### src/rtl/result_ser_pkg.sv
// Shared types and helpers for the result serializer.
// Holds the FSM state enum, element index constants and the saturating converter.
// Optional feature macro: SAT_EN (enables sat_conv, unsigned saturation).
package result_ser_pkg;

  typedef enum logic [2:0] {
    IDLE,
    SETUP,
    STROBE,
    HOLD,
    GAPW
  } ser_state_e;

  // Element order on the bus: row-major d00, d01, d10, d11.
  localparam logic [1:0] IDX_00 = 2'd0;
  localparam logic [1:0] IDX_01 = 2'd1;
  localparam logic [1:0] IDX_10 = 2'd2;
  localparam logic [1:0] IDX_11 = 2'd3;

  // Gap counter width covers GAP values 0..15.
  localparam int GAP_CNT_W = 4;

`ifdef SAT_EN
  // Conversion is done at a fixed wide width so one function serves any
  // ACC_W/DATA_W pair below 64 bits; callers cast in and out.
  localparam int CONV_W = 64;

  function automatic logic [CONV_W-1:0] sat_conv(input logic [CONV_W-1:0] x,
                                                 input int data_w);
    logic [CONV_W-1:0] max_v;
    max_v = (CONV_W'(1) << data_w) - CONV_W'(1);
    return (x > max_v) ? max_v : x;
  endfunction
`endif

endpackage

### src/rtl/ser_sat_conv.sv
// Accumulator-to-bus width conversion (purely combinational).
// Latency: 0 cycles. Backpressure: none, follows its input every cycle.
// Ports: x = ACC_W unsigned accumulator, y = DATA_W bus value.
// Macro SAT_EN: defined -> unsigned saturate to 2^DATA_W-1; undefined -> truncate.
module ser_sat_conv
  import result_ser_pkg::*;
#(
  parameter int ACC_W  = 16,
  parameter int DATA_W = 8
) (
  input  logic [ACC_W-1:0]  x,
  output logic [DATA_W-1:0] y
);

`ifdef SAT_EN
  assign y = DATA_W'(sat_conv(CONV_W'(x), DATA_W));
`else
  // Plain truncation: upper accumulator bits are dropped, values wrap.
  assign y = DATA_W'(x);
`endif

endmodule

### src/rtl/result_serializer.sv
// Serializes one 2x2 accumulator tile onto a DATA_W bus with per-element capture strobes.
// Latency: element k is set up A+1+k*(3+GAP) cycles after accept cycle A; one tile per 1+4*(3+GAP) cycles.
// Backpressure: in_ready only in IDLE; in_valid while busy is ignored, producer holds its tile.
// Ports: clk, rst (sync, active-high); in_valid/in_ready + in_d00..in_d11 tile input;
//   out bus, c00/c01/c10/c11 one-hot strobes, busy, done pulse, cnt_start/cnt_end timestamps.
// Macro SAT_EN selects saturating (defined) or truncating (undefined) width conversion.
module result_serializer
  import result_ser_pkg::*;
#(
  parameter int ACC_W  = 16,
  parameter int DATA_W = 8,
  parameter int GAP    = 0,
  parameter int CNT_W  = 32
) (
  input  logic              clk,
  input  logic              rst,
  input  logic              in_valid,
  output logic              in_ready,
  input  logic [ACC_W-1:0]  in_d00,
  input  logic [ACC_W-1:0]  in_d01,
  input  logic [ACC_W-1:0]  in_d10,
  input  logic [ACC_W-1:0]  in_d11,
  output logic [DATA_W-1:0] out,
  output logic              c00,
  output logic              c01,
  output logic              c10,
  output logic              c11,
  output logic              busy,
  output logic              done,
  output logic [CNT_W-1:0]  cnt_start,
  output logic [CNT_W-1:0]  cnt_end
);

  localparam logic [GAP_CNT_W-1:0] GAP_LAST = GAP_CNT_W'((GAP > 0) ? GAP - 1 : 0);

  ser_state_e             state, state_n;
  logic [1:0]             idx, idx_n;
  logic [GAP_CNT_W-1:0]   gap_cnt, gap_cnt_n;
  logic [ACC_W-1:0]       tile [4];
  logic [ACC_W-1:0]       mux_sel;
  logic [DATA_W-1:0]      conv_val;
  logic [CNT_W-1:0]       cnt_sys;
  logic                   accept;

  assign accept = in_valid && (state == IDLE);

  // Next-state logic. Each element walks SETUP -> STROBE -> HOLD -> GAP cycles;
  // after the last element the FSM returns to IDLE for one accept cycle.
  always_comb begin
    state_n   = state;
    idx_n     = idx;
    gap_cnt_n = gap_cnt;
    case (state)
      IDLE: begin
        if (in_valid) begin
          state_n = SETUP;
          idx_n   = IDX_00;
        end
      end
      SETUP:  state_n = STROBE;
      STROBE: state_n = HOLD;
      HOLD: begin
        if (GAP > 0) begin
          state_n   = GAPW;
          gap_cnt_n = GAP_LAST;
        end else if (idx == IDX_11) begin
          state_n = IDLE;
        end else begin
          state_n = SETUP;
          idx_n   = idx + 2'd1;
        end
      end
      GAPW: begin
        if (gap_cnt != '0) begin
          gap_cnt_n = gap_cnt - GAP_CNT_W'(1);
        end else if (idx == IDX_11) begin
          state_n = IDLE;
        end else begin
          state_n = SETUP;
          idx_n   = idx + 2'd1;
        end
      end
      default: state_n = IDLE;
    endcase
  end

  // On the accept edge the tile register is not loaded yet, so element 0
  // comes straight from the input port.
  always_comb begin
    mux_sel = tile[idx_n];
    if (state == IDLE) mux_sel = in_d00;
  end

  ser_sat_conv #(
    .ACC_W  (ACC_W),
    .DATA_W (DATA_W)
  ) u_conv (
    .x (mux_sel),
    .y (conv_val)
  );

  // Tile storage needs no reset: it is only read after a fresh accept.
  always_ff @(posedge clk) begin
    if (!rst && accept) begin
      tile[0] <= in_d00;
      tile[1] <= in_d01;
      tile[2] <= in_d10;
      tile[3] <= in_d11;
    end
  end

  // All outputs are registered from the next-state decode so they line up
  // with the state they describe.
  always_ff @(posedge clk) begin
    if (rst) begin
      state     <= IDLE;
      idx       <= IDX_00;
      gap_cnt   <= '0;
      cnt_sys   <= '0;
      cnt_start <= '0;
      cnt_end   <= '0;
      out       <= '0;
      c00       <= 1'b0;
      c01       <= 1'b0;
      c10       <= 1'b0;
      c11       <= 1'b0;
      busy      <= 1'b0;
      done      <= 1'b0;
      in_ready  <= 1'b1;
    end else begin
      state    <= state_n;
      idx      <= idx_n;
      gap_cnt  <= gap_cnt_n;
      cnt_sys  <= cnt_sys + CNT_W'(1);
      if (accept) cnt_start <= cnt_sys;
      // c11 is high in exactly the cycle whose count we want to stamp.
      if (c11) cnt_end <= cnt_sys;
      // Bus only moves on entry to SETUP, so it is stable under every strobe.
      if (state_n == SETUP) out <= conv_val;
      c00      <= (state_n == STROBE) && (idx_n == IDX_00);
      c01      <= (state_n == STROBE) && (idx_n == IDX_01);
      c10      <= (state_n == STROBE) && (idx_n == IDX_10);
      c11      <= (state_n == STROBE) && (idx_n == IDX_11);
      done     <= (state_n == HOLD) && (idx_n == IDX_11);
      busy     <= (state_n != IDLE);
      in_ready <= (state_n == IDLE);
    end
  end

endmodule
### config.mk
export PLATFORM = sky130hd
export DESIGN_NAME = result_serializer
export DESIGN_NICKNAME = d
export VERILOG_FILES = /design/src/rtl/result_ser_pkg.sv /design/src/rtl/ser_sat_conv.sv /design/src/rtl/result_serializer.sv
export SDC_FILE = /design/constraint.sdc
export NUM_CORES = 1
export LEC_CHECK = 0
export CAP_MARGIN = 20
export CELL_PAD_IN_SITES_DETAIL_PLACEMENT = 0
export CELL_PAD_IN_SITES_GLOBAL_PLACEMENT = 2
export CORE_UTILIZATION = 33
export DETAILED_ROUTE_END_ITERATION = 8
export PLACE_DENSITY = 0.89
export SLEW_MARGIN = 20
export SYNTH_ARGS = -nofsm -noshare
export SYNTH_HDL_FRONTEND = slang
export SYNTH_SLANG_ARGS = --single-unit
### constraint.sdc
create_clock -name clk -period 8.6 [get_ports clk]
set_input_delay 1.72 -clock clk [delete_from_list [all_inputs] [get_ports clk]]
set_output_delay 1.72 -clock clk [all_outputs]
set_load 0.02 [all_outputs]
# Yosys cells after proc, flatten, opt, wreduce, memory -nomap -nowiden
# Memory sizes are Yosys's and may differ from the RTL's.
# Index checks and enable logic that the tools add are counted.
# totals
register_bits	120
ram_bits	64
inputBits	67
output_inout_bits	79
wordCells	54
memories	1
# classes
add_sub_neg	3
n_eq_ne	11
mux	11
reduce_logical	14
# mem_list
name	depth	word_bits	rd	rd_ports_with_merged_regs	write_ports	line_no	source
tile	4	16	1	0	4	result_serializer.sv:39	logic [ACC_W-1:0] tile [4];
# op_table
cell	count
32-bit by 1-bit adder with 32-bit output (second input constant)	1
3-bit one-hot mux with 5 select lines	1
3-bit by 2-bit == test with 1-bit output (second input constant)	4
8-bit two-way mux	1
1-bit logical AND	7
2-bit == test (second input constant)	3
3-bit by 1-bit == test with 1-bit output (second input constant)	2
3-bit logical NOT	2
2-bit two-way mux	3
3-bit two-way mux	2
2-bit one-hot mux with 3 select lines	1
4-bit nonzero test	1
4-bit by 1-bit subtractor with 4-bit output (second input constant)	1
3-bit == test (second input constant)	1
1-bit two-way mux	3
3-bit nonzero test	1
2-bit by 1-bit adder with 2-bit output (second input constant)	1
2-bit by 1-bit == test with 1-bit output (second input constant)	1
2-bit logical NOT	1
2-bit AND reduction	1
1-bit logical NOT	1

# Longest topological paths before layout
# Gate-level depths: netlist of run 1.
# logic_depth
depth_word	6
mapped_depth	9

# Modules after synthesis
# A second synthesis of run 1 with hierarchy kept.
# hier_totals
cells_unflattened	692
area_unflattened_um2	7283.2
# modules_own_cells
module	n_inst	cells_each	area_per_inst_um2	seq_area_each_um2
result_serializer	1	684	7223.2	4324.1
ser_sat_conv	1	8	60.1	0.0

# Worst setup path before layout of run 1
# Ideal clock, no wire load.
# synth_path
path_type	input to register
start	in in_valid
end	mem tile[0][0] (enable)
t_arrival_ns	3.866
required_time_ns	8.179
setup_slack_ns	4.313
stages	4
n_path_buf	2
cell_sequence	or4b_1 -> buf_2 -> clkbuf_1 -> nor2_1
# synth_lines
element	line_no	source
start: declaration	result_serializer.sv:17	input logic in_valid,
end: declaration	result_serializer.sv:39	

# Final worst setup path of run 1
# layout_path
start	in in_valid
end	reg out[5]
# layout_between
elab_chain_cells	4
word_cells_on_any_way	7
# layout_rtl
element	line_no	source
2-bit two-way mux	result_serializer.sv:55	if (in_valid) begin
2-bit one-hot mux with 3 select lines	result_serializer.sv:53	case (state)
memory 4 x 16 bit	-	
8-bit two-way mux	result_serializer.sv:91	if (state == IDLE) mux_sel = in_d00;
end signal: assignment	result_serializer.sv:139	if (state_n == SETUP) out <= conv_val;
end: declaration	result_serializer.sv:23	output logic [DATA_W-1:0] out,
# Parallel ways exist; a longest one is shown, timed or not.
# A chain may end at the register's enable or synchronous reset.

==> summary.md, run 1 <==
| Metric | Value |
|---|---|
| Run status | finished, final reports clean |
| PwrDens | 214 nW/um^2 |
| Final setup margin | 4.32 ns |
| Clock sink count | roughly 150 |
| Post-placement setup slack | a little under 4 ns |
| Max-cap violations | 0 |
| Vias in the first global route | ~4200 |
| Die outline height | 136 microns |
| Diode count | 0 |
| GRT overflow | 0 |
| Hold_ws | roughly 0.45 ns |
| P&R area growth vs syn | 31.4% |
| Total core area | about 17000 sq um |
| Fillcell total | between 1500 and 2000 |
| Final setup violation count | 0 |
| Post-Syn Instances | 577 |
| Maximum net fanout on the critical path | 19 |
| Placer Congestion | around 0.76 |
| Sequential share of power | 46.4% |
| CP Class | in2reg |
| Commonest cells after routing, fill and taps aside | dfxtp_1, clkdlybuf4s50_1, nand2_1, nor2_1, a21oi_1 |
| Placed inst area | 7220 sq um |
| Routed WL per cell | ~15 microns |
| Max frequency | between 200 and 250 MHz |
| Leak | approximately 2.6 nW |
| Initial DRC count | about 230 |
| Slew headroom | between 40% and 50% |
| DIE WIDTH | 136 microns |
| Later-pin clock latency in the skew report | roughly 0.42 ns |
| Max IR drop VDD | approximately 0.13 mV |
| Layout Skew | about 0.008 ns |
| Cells after DPL | between 800 and 900 |
| Synthesized area per cell | 10.3 sq um |
| DRC violation count after routing | 0 |
| Final wirelength | approximately 14000 microns |
| Via Count | approximately 4500 |
| Syn nets | 646 |
| Fin util | 44.7% |
| CP Capture Type | register |
| Net Sw Power | 0.434 mW |
| CTS tree | yes |
| Pin count of the biggest net entering global routing | around 110 |
| Antenna violations before repair | 0 |
| Vias per cell | between 4 and 5 |
| I/O pins | between 100 and 150 |
| Crit path launch type | primary input |
| Worst EP required | roughly 9 ns |
| Sw frac | between 20% and 30% |
| H-tree depth | 4 |
| Post-synth EDFFs | 32 |
| Hpwl dp | 9090 microns |
| Total power | around 1.7 mW |
| Post-cts resize count | 0 |
| Share of layout cells above drive strength 1 | under 10% |
| Gr usage total | 15.4% |
| Register area share after synthesis | about 57% |
| Commonest non-fill, non-tap cell in the layout | dfxtp_1 |
| Setup TNS | 0 ns |
| Seq cells post-synth | 152 |
| Worst Hold Class | reg2reg |
| Site Rows | 48 |
| Fin area | ~7800 sq um |
| Num CTS Buffers | 17 |
| RSZ-0062 raised after global routing | no |
| Pint | approximately 1.2 mW |
| Die area | 18500 sq um |
| Combinational power share | 10.7% |
| Asr flop ratio synth | 0% |
| Hold Fails Final Rpt | 0 |
| Clk network pwr share | between 40% and 50% |
| Count of pins over their slew limit | 0 |
| Total iterations of the first detailed-routing run | 7 |
| Fin cells | between 900 and 1000 |
| Worst-path clk slew | roughly 0.060 ns |
| Crit path arrival time | 4.59 ns |
| Maximum buffer depth of the clock tree | 2 |
| Layout Nets | between 700 and 800 |
| Fin crit share | between 40% and 50% |
| First-pass GRT wire length | 21800 microns |
| # Post-CTS Setup Buffers | 0 |
| Fin crit period | between 4 and 5 ns |
| Clk root buf | clkbuf_16 |
| Final antenna-violating net count | 0 |
| Measured slew at the worst slew-check pin | 0.855 ns |
| Yosys cell types | 50 |
| Starting density of the core | about a third |
| Cts hold-fix bufs | 0 |
| Yosys warns | 0 |
| Mapped cell area | a little under 6000 sq um |
| Buffers on Ports | ~110 |
| Post-synth top flop | dfxtp_1 |
## path summary, 6_finish.rpt
kind	from	end	slack (ns)	depth (start not counted)
max	in_valid	out[5]	4.32	8
min	cnt_start[4]	cnt_start[4]	0.45	2
max reg2reg	state[2]	out[5]	5.46	7
min reg2reg	cnt_start[4]	cnt_start[4]	0.45	2
## cell type report
class	instances	area, sq um	area share, %
Clock buffer	18	429	5.51
Tap cell	225	282	3.61
Sequential cell	152	3360	43.2
Timing Repair Buffer	117	1160	14.9
Inverter	4	15.0	0.193
Clock inverter	14	139	1.78
Multi-Input combinational cell	386	2400	30.8
## metal layers
metal	wire, microns	up-vias	part of all wire [%]	GRT usage, %
li1	-	2213	-	-
met1	6230	2120	45	19.1
met2	6760	104	49	25.2
met3	693	19	5.0	3.95
met4	221	0	1.6	6.17
met5	0	-	0	0
## power groups by stage
stage / Clock (mW) / Combinational (mW) / Sequential (mW)
final: 0.716 / 0.179 / 0.776
after detailed placement: 0 / 0.180 / 0.792
after global routing: 0.763 / 0.192 / 0.779
after CTS: 0.735 / 0.181 / 0.776
after global placement: 0 / 0.177 / 0.790
after floorplan: 0 / 0.101 / 0.798
## worst max-delay path: stages
cell             delay, ns
clkdlybuf4s50_1       0.54
or4b_1                0.82
buf_4                 0.38
nand2_2               0.13
nor3_2                0.10
a222oi_1              0.53
nor2b_1               0.10
a221o_1               0.27
## sequential cells by signal, summed over array words and instances (netlist names)
name / cells
busy: 1
c00: 1
c01: 1
c10: 1
c11: 1
cnt_end: 32
cnt_start: 32
cnt_sys: 32
done: 1
gap_cnt: 4
idx: 2
in_ready: 1
out: 8
state: 3
tile: 32
## cell families after synthesis
kind of cell    share of synthesized area [%]
compound gates                           11.1
xor+xnor                                 4.58
fa+ha+maj                               0.422
buf+inv                                  2.81
flops                                    56.7
mux                                      5.40
simple gates                             19.0
## synth_stat cells (7+ instances only)
master	count	area share, %
nand4_1	7	0.74
xnor2_1	11	1.6
nor2b_1	13	1.4
nor2_1	75	4.7
o21a_1	8	1.0
xor2_1	20	3.0
mux2i_1	32	5.4
a221o_1	16	2.7
nand2_1	81	5.1
edfxtp_1	32	16
a21oi_1	38	3.2
a222oi_1	8	1.4
nand3_1	15	1.3
clkbuf_1	23	1.5
and2_1	11	1.2
dfxtp_1	120	41
(Power assumes the default switching activity.)
==> inputs of run 2 (changes only) <==
--- a/config.mk
+++ b/config.mk
@@ -8,9 +8,9 @@
 export CAP_MARGIN = 20
 export CELL_PAD_IN_SITES_DETAIL_PLACEMENT = 0
 export CELL_PAD_IN_SITES_GLOBAL_PLACEMENT = 2
-export CORE_UTILIZATION = 33
+export CORE_UTILIZATION = 30
 export DETAILED_ROUTE_END_ITERATION = 8
-export PLACE_DENSITY = 0.89
+export PLACE_DENSITY = 0.82
 export SLEW_MARGIN = 20
 export SYNTH_ARGS = -nofsm -noshare
 export SYNTH_HDL_FRONTEND = slang
==> constraint.sdc (replaced) <==
create_clock -name clk -period 3.95 [get_ports clk]
set_input_delay 0.79 -clock clk [delete_from_list [all_inputs] [get_ports clk]]
set_output_delay 0.79 -clock clk [all_outputs]
set_load 0.02 [all_outputs]
==> run 2 against run 1 <==
  * Utilization is 4.2 points lower
  * Sequential power grew 120%
  * Routed wire length rose by 7.7%
  * Flip-flop and latch count did not move
  * First-iteration DRC count is 16% lower
  * Non-clock buffer count increased by 2
  * Largest cell class unchanged
  * Largest power group unchanged
==> summary.md, run 2 (synthesis gave the netlist of run 1 again) <==
| Metric | Value |
|---|---|
| R2R Path Start | gap_cnt[0] |
| Leak | around 2.6 nW |
| Worst R2R End | out[3] |
| Cts hold-fix bufs | 0 |
| Crit path launch type | primary input |
| Layout Skew | ~0.011 ns |
| Routed WL per cell | about 16 microns |
| Vias in the first global route | around 4500 |
| DIE WIDTH | around 140 microns |
| Net Sw Power | around 0.96 mW |
| Fin cells | roughly 960 |
| H-tree depth | 4 |
| Die outline height | about 140 microns |
| Later-pin clock latency in the skew report | around 0.42 ns |
| Placer Congestion | approximately 0.8 |
| Crit path arrival time | 3.25 ns |
| Maximum net fanout on the critical path | 22 |
| Clk root buf | clkbuf_16 |
| Placed inst area | 7290 sq um |
| Post-cts resize count | 0 |
| Fin area | 7860 sq um |
| RSZ-0062 raised after global routing | no |
| # Post-CTS Setup Buffers | 0 |
| Max frequency | around 350 MHz |
| Critical-path top delay cell | clkdlybuf4s50_1 |
| Final setup violation count | 0 |
| Commonest non-fill, non-tap cell in the layout | dfxtp_1 |
| Max layer used | met4 |
| Fin crit share | roughly 73% |
| Hold Fails Final Rpt | 0 |
| Final antenna-violating net count | 0 |
| Worst-path clk slew | about 0.07 ns |
| Antenna violations before repair | 0 |
| Crit-path cells | clkdlybuf4s50_1 > or4b_1 > buf_4 > and2_4 > a311oi_4 > a222oi_1 > nor2b_1 > a221o_1 |
| Diode count | 0 |
| Critical Path End | out[3] |
| Max IR drop VDD | about 0.29 mV |
| Total iterations of the first detailed-routing run | 5 |
| Pint | 2.70 mW |
| Worst Hold Class | reg2reg |
| Num CTS Buffers | 17 |
| GRT overflow | 0 |
| Final wirelength | 15000 microns |
| Commonest cells after routing, fill and taps aside | dfxtp_1, clkdlybuf4s50_1, nand2_1, nor2_1, a21oi_1 |
| Combinational power share | 10.9% |
| Reg2Reg Depth | 8 |
| Initial DRC count | 193 |
| Share of layout cells above drive strength 1 | 8.23% |
| Multi-input logic area | approximately 2400 sq um |
| Worst Setup SP | in_valid |
| Buffers on Ports | 113 |
| P&R area growth vs syn | 32.5% |
| Fin crit period | approximately 2.9 ns |
| Layout Nets | ~750 |
| Clk network pwr share | a little over two fifths |
| Sequential share of power | approximately 46% |
| PwrDens | about 470 nW/um^2 |
| Measured slew at the worst slew-check pin | between 0.8 and 0.9 ns |
| Total core area | just under 20000 sq um |
| First-pass GRT wire length | about 23000 microns |
| CTS tree | yes |
| Register area | 3360 sq um |
| Maximum buffer depth of the clock tree | 2 |
| Routed wl met3 | 1060 microns |
| Vias per cell | ~4.8 |
| DRC violation count after routing | 0 |
| Worst EP required | around 4.3 ns |
| Peak per-stage delay on the critical path | 0.54 ns |
| I/O pins | ~150 |
| Starting density of the core | ~31% |
| CP Class | in2reg |
| Die area | about 20000 sq um |
| Count of pins over their slew limit | 0 |
| Slew headroom | about two fifths |
| Cells after DPL | 926 |
| Via Count | about 4600 |
| Routed met2 length | around 7000 microns |
| CP Capture Type | register |
| Setup TNS | 0 ns |
| Clock sink count | around 150 |
| Hpwl dp | 9770 microns |
| Sw frac | a little over a quarter |
| Pin count of the biggest net entering global routing | between 50 and 60 |
| Worst reg-to-reg setup slack | approximately 1.3 ns |
| Gr usage total | around 15% |
| Run status | finished, final reports clean |
| Total power | roughly 3.7 mW |
| Site Rows | 51 |
| Max-cap violations | 0 |
| Metal-1 WL | slightly below 7000 microns |
| Min-delay src | cnt_start[6] |
| Fillcell total | 1897 |
## run 2: cell count changes in the layout (fill, tap and decap cells not counted), sizes merged
cell / previous run / this run
clkbuf: 18 / 17
buf: 5 / 7
clkinv: 5 / 6
## run 2: cell type report
cell class / count / share of cell area [%]
clock inverters: 15 / 1.85
multi-input cells: 386 / 30.6
well taps: 265 / 4.22
inverters: 4 / 0.191
clock buffers: 17 / 5.41
flip-flops and latches: 152 / 42.8
repair buffers: 119 / 14.9
## run 2: critical path: cells and delay by family
family / cells / cell delay (ns)
AO/OA/AOI/OAI: 3 / 0.77
AND/OR/NAND/NOR: 3 / 0.89
buffers and inverters: 2 / 0.80
## run 2: power by group through the flow
stage	clock network (mW)	logic (mW)	registers, mW
6_report	1.57	0.397	1.69
5_1_grt	1.69	0.430	1.69
4_1_cts	1.61	0.404	1.69
3_5_place_dp	0	0.402	1.72
3_3_place_gp	0	0.394	1.72
2_1_floorplan	0	0.220	1.74
## run 2: layer usage
metal  up-vias  global-route usage [%]
li1       2210                       -
met1      2198                    18.9
met2       147                    24.6
met3        11                    4.54
met4         0                    5.15
met5         -                       0
## run 2: through the flow
stage | hold WS [ns] | util (%) | setup slack (ns)
after CTS | 0.459 | 40.5 | 1.06
after global routing | 0.477 | 40.5 | 0.924
after floorplan | 0.441 | - | 0.593
after global placement | 0.449 | 37.6 | 0.635
after detailed placement | 0.450 | 37.6 | 0.607
final | 0.456 | 40.5 | 1.05
## run 2: worst min-delay path by stage
stage,cells past startpoint,slack (ns),to
after floorplan,1,0.44,cnt_sys[0]
after global placement,2,0.45,cnt_start[31]
after detailed placement,2,0.45,cnt_start[6]
after CTS,2,0.46,cnt_start[6]
after global routing,2,0.48,cnt_start[9]
final,2,0.46,cnt_start[6]
